File: src/rtl/cnn_pkg.sv
// Shared constants and helpers for the convolution datapath.
package cnn_pkg;

  // Pixel width shared by the window generator and the MAC array.
  localparam int unsigned CNN_DATA_W = 16;

  // Width needed to hold any image dimension up to and including the maximum.
  function automatic int unsigned calc_dim_w(input int unsigned max_w, input int unsigned max_h);
    int unsigned a;
    int unsigned b;
    a = $clog2(max_w + 1);
    b = $clog2(max_h + 1);
    return (a > b) ? a : b;
  endfunction

  // Bit offset of window element (r,c) in a flattened k x k window.
  function automatic int unsigned win_off(input int unsigned r, input int unsigned c,
                                          input int unsigned k, input int unsigned data_w);
    return (r * k + c) * data_w;
  endfunction

endpackage

File: src/rtl/line_delay.sv
// Runtime-length line delay: circular buffer whose output is the value written
// img_w_i enables earlier.
module line_delay #(
  parameter int unsigned DATA_W    = 16,
  parameter int unsigned MAX_IMG_W = 32,
  parameter int unsigned DIM_W     = 6
) (
  input  logic              clk,
  input  logic              reset,
  input  logic              en_i,
  input  logic              clr_i,
  input  logic [DIM_W-1:0]  img_w_i,
  input  logic [DATA_W-1:0] din_i,
  output logic [DATA_W-1:0] dout_o
);

  localparam int unsigned AW = (MAX_IMG_W > 1) ? $clog2(MAX_IMG_W) : 1;
  localparam logic [DIM_W-1:0] ONE_D = DIM_W'(1);

  logic [DATA_W-1:0] mem_q [MAX_IMG_W];
  logic [AW-1:0]     ptr_q, ptr_d;

  // Read-before-write at the shared pointer gives exactly img_w_i cycles of delay.
  assign dout_o = mem_q[ptr_q];

  // Pointer advance with wrap at img_w_i-1; restart on a new configuration.
  always_comb begin
    ptr_d = ptr_q;
    if (clr_i) begin
      ptr_d = '0;
    end else if (en_i) begin
      if (DIM_W'(ptr_q) == img_w_i - ONE_D) ptr_d = '0;
      else                                  ptr_d = ptr_q + AW'(1);
    end
  end

  // Pointer register.
  always_ff @(posedge clk or posedge reset) begin
    if (reset) ptr_q <= '0;
    else       ptr_q <= ptr_d;
  end

  // Storage: contents need no reset, stale data is masked by the row counter.
  always_ff @(posedge clk) begin
    if (en_i) mem_q[ptr_q] <= din_i;
  end

endmodule

File: src/rtl/conv_window_gen.sv
// Streaming K x K sliding-window generator for raster-order pixel streams.
module conv_window_gen
  import cnn_pkg::*;
#(
  parameter int unsigned DATA_W    = CNN_DATA_W,
  parameter int unsigned K         = 3,
  parameter int unsigned MAX_IMG_W = 32,
  parameter int unsigned MAX_IMG_H = 32,
  parameter int unsigned DIM_W     = calc_dim_w(MAX_IMG_W, MAX_IMG_H)
) (
  input  logic                  clk,
  input  logic                  reset,
  input  logic                  cfg_load,
  input  logic [DIM_W-1:0]      cfg_img_w,
  input  logic [DIM_W-1:0]      cfg_img_h,
  output logic                  cfg_err,
  input  logic                  in_valid,
  input  logic [DATA_W-1:0]     in_data,
  output logic                  out_valid,
  output logic [K*K*DATA_W-1:0] out_window,
  output logic [DIM_W-1:0]      out_row,
  output logic [DIM_W-1:0]      out_col,
  output logic                  frame_done
);

  localparam int unsigned WW = K * K * DATA_W;
  localparam logic [DIM_W-1:0] K_D    = DIM_W'(K);
  localparam logic [DIM_W-1:0] KM1_D  = DIM_W'(K - 1);
  localparam logic [DIM_W-1:0] MAXW_D = DIM_W'(MAX_IMG_W);
  localparam logic [DIM_W-1:0] MAXH_D = DIM_W'(MAX_IMG_H);
  localparam logic [DIM_W-1:0] ONE_D  = DIM_W'(1);

  logic [DIM_W-1:0] img_w_q, img_w_d, img_h_q, img_h_d;
  logic [DIM_W-1:0] col_q, col_d, row_q, row_d;
  logic [DIM_W-1:0] out_row_q, out_row_d, out_col_q, out_col_d;
  logic [WW-1:0]    win_q, win_d, win_shift, out_win_q, out_win_d;
  logic             out_valid_q, out_valid_d, frame_done_q, frame_done_d;
  logic             cfg_err_q, cfg_err_d;
  logic             accept, ld_clr, cfg_legal;

  logic [DATA_W-1:0] ld_dout [K-1];
  logic [DATA_W-1:0] col_in  [K];

  // Pixels arriving alongside a configuration load are dropped.
  assign accept    = in_valid & ~cfg_load;
  assign cfg_legal = (cfg_img_w >= K_D) && (cfg_img_w <= MAXW_D) &&
                     (cfg_img_h >= K_D) && (cfg_img_h <= MAXH_D);

  // Cascade of K-1 line delays; delay j yields the pixel from j+1 rows back.
  for (genvar j = 0; j < K - 1; j++) begin : g_ld
    logic [DATA_W-1:0] din;
    if (j == 0) begin : g_first
      assign din = in_data;
    end else begin : g_chain
      assign din = ld_dout[j-1];
    end
    line_delay #(
      .DATA_W   (DATA_W),
      .MAX_IMG_W(MAX_IMG_W),
      .DIM_W    (DIM_W)
    ) u_line_delay (
      .clk    (clk),
      .reset  (reset),
      .en_i   (accept),
      .clr_i  (ld_clr),
      .img_w_i(img_w_q),
      .din_i  (din),
      .dout_o (ld_dout[j])
    );
  end

  // Window shifted left by one column with the new rightmost column inserted.
  always_comb begin
    col_in[K-1] = in_data;
    for (int r = 0; r < K - 1; r++) col_in[r] = ld_dout[K-2-r];
    win_shift = win_q;
    for (int r = 0; r < K; r++) begin
      for (int c = 0; c < K - 1; c++) begin
        win_shift[win_off(r, c, K, DATA_W) +: DATA_W] = win_q[win_off(r, c + 1, K, DATA_W) +: DATA_W];
      end
      win_shift[win_off(r, K - 1, K, DATA_W) +: DATA_W] = col_in[r];
    end
  end

  // Configuration, raster counters and registered output generation.
  always_comb begin
    img_w_d      = img_w_q;
    img_h_d      = img_h_q;
    col_d        = col_q;
    row_d        = row_q;
    win_d        = win_q;
    cfg_err_d    = cfg_err_q;
    out_win_d    = out_win_q;
    out_row_d    = out_row_q;
    out_col_d    = out_col_q;
    out_valid_d  = 1'b0;
    frame_done_d = 1'b0;
    ld_clr       = 1'b0;
    if (cfg_load) begin
      if (cfg_legal) begin
        img_w_d   = cfg_img_w;
        img_h_d   = cfg_img_h;
        col_d     = '0;
        row_d     = '0;
        win_d     = '0;
        cfg_err_d = 1'b0;
        ld_clr    = 1'b1;
      end else begin
        cfg_err_d = 1'b1;
      end
    end else if (in_valid) begin
      win_d = win_shift;
      if (col_q == img_w_q - ONE_D) begin
        col_d = '0;
        row_d = (row_q == img_h_q - ONE_D) ? '0 : row_q + ONE_D;
      end else begin
        col_d = col_q + ONE_D;
      end
      // Column test also masks windows that would straddle a row wrap.
      if ((row_q >= KM1_D) && (col_q >= KM1_D)) begin
        out_valid_d  = 1'b1;
        out_win_d    = win_shift;
        out_row_d    = row_q - KM1_D;
        out_col_d    = col_q - KM1_D;
        frame_done_d = (row_q == img_h_q - ONE_D) && (col_q == img_w_q - ONE_D);
      end
    end
  end

  // State registers.
  always_ff @(posedge clk or posedge reset) begin
    if (reset) begin
      img_w_q      <= MAXW_D;
      img_h_q      <= MAXH_D;
      col_q        <= '0;
      row_q        <= '0;
      win_q        <= '0;
      cfg_err_q    <= 1'b0;
      out_win_q    <= '0;
      out_row_q    <= '0;
      out_col_q    <= '0;
      out_valid_q  <= 1'b0;
      frame_done_q <= 1'b0;
    end else begin
      img_w_q      <= img_w_d;
      img_h_q      <= img_h_d;
      col_q        <= col_d;
      row_q        <= row_d;
      win_q        <= win_d;
      cfg_err_q    <= cfg_err_d;
      out_win_q    <= out_win_d;
      out_row_q    <= out_row_d;
      out_col_q    <= out_col_d;
      out_valid_q  <= out_valid_d;
      frame_done_q <= frame_done_d;
    end
  end

  assign cfg_err    = cfg_err_q;
  assign out_valid  = out_valid_q;
  assign out_window = out_win_q;
  assign out_row    = out_row_q;
  assign out_col    = out_col_q;
  assign frame_done = frame_done_q;

endmodule

File: config.mk
export PLATFORM = sky130hd
export DESIGN_NAME = conv_window_gen
export DESIGN_NICKNAME = d
export VERILOG_FILES = /design/src/rtl/cnn_pkg.sv /design/src/rtl/line_delay.sv /design/src/rtl/conv_window_gen.sv
export SDC_FILE = /design/constraint.sdc
export NUM_CORES = 2
export LEC_CHECK = 0
export CORE_UTILIZATION = 49
export CTS_CLUSTER_DIAMETER = 120
export CTS_CLUSTER_SIZE = 24
export DETAILED_ROUTE_END_ITERATION = 16
export MAX_ROUTING_LAYER = met4
export PLACE_DENSITY = 0.69
export SLEW_MARGIN = 0
export SYNTH_ARGS = -nofsm -noshare
export SYNTH_HDL_FRONTEND = slang
export SYNTH_SLANG_ARGS = --single-unit
File: constraint.sdc
create_clock -name clk -period 10.9 [get_ports clk]
set_input_delay 1.635 -clock clk [delete_from_list [all_inputs] [get_ports clk]]
set_output_delay 1.635 -clock clk [all_outputs]
set_load 0.03 [all_outputs]
==> impl_metrics.yaml <==
final_layout:
  fin_cells: 4222
  drive_gt1_share_pct: 21.6
  finish.utilization_pct: 55.1
  fin_area_um2: 56100
  final_common_cell: "edfxtp_1"
  syn_to_final_growth_pct: 11.4
  final_nets: 2852
  insertedDiodeCount: 0
  most-common-layout-cells: "edfxtp_1, dfrtp_1, mux4_2, clkdlybuf4s50_1, nand2_1"
  n_fill_cell: 7694
clock_network:
  clk_latency_ns: 0.71
  path_clk_slew_ns: 0.09
  post_cts_buffers: 0
  clockBufferDepth: 3
  cts_tree: "built"
  cts_made_buffers: 61
  clock_sinks: 1313
  htreeDepth: 2
  cts_resized: 0
  cts-root-buf: "clkbuf_16"
  cts-hold-fix-buffers: 0
floorplan:
  num_rows: 117
  initial_core_util_pct: 49.5
  die-area_um2: 104000
  die_h_um: 323
  coreArea_um2: 102000
  io_pins: 191
  dieWidth_um: 323
setup_path:
  slowest_stage: "buf_4"
  critical_path_peak_fanout: 81
  slowest_delay_ns: 0.92
  crit_required_ns: 11.46
  crit_buf_inv: 5
  path_class: "input pin to flip-flop"
  crit_path_cell_trace: "clkdlybuf4s50_1 > inv_1 > nand2_2 > buf_4 > a21oi_1 > o41ai_4 > buf_4 > buf_4 > mux2_2"
  cpMostUsedCell: "buf_4"
  path_delay_family: "buffers and inverters"
  start_kind: "input pin"
  end_kind: "flip-flop"
  arrival_ns: 5.67
synthesis:
  synthMuxAreaShare_pct: 14.9
  synth-compound-area-share_pct: 3.95
  syn_nets: 2643
  synth_top_family_by_area: "multiplexers"
  synthCells: 2593
  ys_types: 54
  synth_flop_cell: "edfxtp_1"
  yosys.area_share.simple_pct: 3.30
  synth-seq-cells: 1313
  synth_edf_count: 1024
  ys_seq_area_share_pct: 75.5
  synth_area_um2: 50300
  ys_warn_count: 0
  async_flop_share_pct: 22.0
  synthAdderAreaFrac_pct: 0.447
  synth_xor_xnor_area_share_pct: 0.619
  syn_avg_cell_area_um2: 19.4
detailed_routing:
  postRouteWirelength_mm: 115
  top_layer_used: "met4"
  drcViolationCount: 0
  wire_per_inst_um: 27.3
  routed_via_density: 6.05
  wl_met1_mm: 47.9
  drt-pass1-iter-count: 5
  dr_wl_met3_mm: 8.82
  dr.first_iter.drc_count: 3238
  vias: 25500
  ant_nets: 0
  wl_met2_mm: 56.8
power_and_ir_drop:
  p_per_area_nw_per_um2: 228
  ir_drop_v: 0.000148
  total_power_mw: 12.8
  cellLeakagePower_nw: 18.7
sta:
  fmax_mhz: 196
  tightestPinTransition_ns: 1.32
  min_period_ns: 5.10
  post-route-period-util_pct: 46.8
  setup_ws_ns: 5.80
  skew_ns: 0.0582
  slew_violations: 0
  setup_violations: 0
  fin_tns_setup_ns: 0
  relSlewSlack_pct: 11.4
  fin_hold_ws_ns: 0.489
  rsz0062_at_grt: "no"
  finalHoldViolations: 0
place:
  globalplace.congestion: 0.838
  pre_cts_slack_ns: 5.09
  hpwl_mm: 70.4
  placed_area_um2: 54300
  io_buffer_count: 190
  place_inst: 4107
global_route:
  antenna_found_initial: 3
  grt_max_degree: 171
  grt_pass1_wl_mm: 170
  grt_pass1_vias: 25300
  overflow: 0
  grt_use_total_pct: 23.1
job:
  max-cap-violations: 0
status:
  status: "finished, final reports clean"
worst_hold_path:
  hold_class: "flip-flop to flip-flop"
[kinds of logic (layout without fill, tap and decap cells)]
logic type,after synthesis,in the layout
flip-flops,1313,1313
multiplexers,408,408
AND/OR/NAND/NOR,361,361
AO/OA/AOI/OAI,288,288
buffers and inverters,171,432
XOR/XNOR,34,34
adder cells (fa/ha/maj),18,18
[state kept, by name, indices dropped and copies added, names as in the netlist]
register	count
g_ld.u_line_delay.mem_q	1024
out_window	144
win_q	96
g_ld.u_line_delay.ptr_q	10
col_q	6
img_h_q	6
img_w_q	6
out_col	6
out_row	6
row_q	6
cfg_err	1
frame_done	1
out_valid	1
[where the power goes]
group	internal (mW)	total, mW	switching [mW]
Clock	1.09	2.59	1.50
Combinational	1.47	3.57	2.10
Sequential	6.18	6.60	0.421
Total	8.75	12.8	4.01
[final timing paths]
| check | startpoint | end | slack (ns) | cells after the start |
|---|---|---|---|---|
| max | cfg_load | out_window[10] | 5.80 | 9 |
| min | out_row[4] | out_row[4] | 0.49 | 2 |
| max reg2reg | g_ld[0].u_line_delay.ptr_q[1] | out_window[85] | 6.58 | 7 |
| min reg2reg | out_row[4] | out_row[4] | 0.49 | 2 |
| max in group asynchronous | reset | out_window[10] | 8.05 | 3 |
| min in group asynchronous | reset | out_row[1] | 1.46 | 2 |
[cell usage after synthesis, types with 10 or more instances]
master | instances | area, um2
a22o_1 | 32 | 280
a22oi_1 | 128 | 961
buf_1 | 23 | 86.3
buf_2 | 30 | 150
clkbuf_1 | 98 | 368
dfrtp_1 | 287 | 7180
edfxtp_1 | 1024 | 30700
ha_1 | 18 | 225
inv_1 | 19 | 71.3
mux2_2 | 152 | 1710
mux4_2 | 256 | 5770
nand2_1 | 173 | 649
nand4_1 | 33 | 206
nor2_1 | 81 | 304
nor3_1 | 10 | 50.1
o21ai_0 | 93 | 465
or3_1 | 10 | 62.6
xnor2_1 | 26 | 228
[layout make-up]
type / count / area (um2) / share of cell area [%]
Tap cell: 1368 / 1710 / 3.05
Clock buffer: 112 / 1740 / 3.10
Sequential cell: 1313 / 38000 / 67.8
Multi-Input combinational cell: 1109 / 11700 / 20.9
Inverter: 19 / 78.8 / 0.141
Timing Repair Buffer: 298 / 2750 / 4.90
Clock inverter: 3 / 52.6 / 0.0937
[routing by layer]
metal	vias up	GRT usage, %
met5	-	-
met4	0	4.60
met3	106	2.76
met2	1053	36.2
met1	13600	32.9
li1	10700	-
[tightest hold or removal path, cell delays in order, from the launching register on]
cell and delay, ns:
dfrtp_1 0.35, nand2_1 0.05, o21ai_0 0.06
No activity file was read; power rests on OpenSTA's default activity.
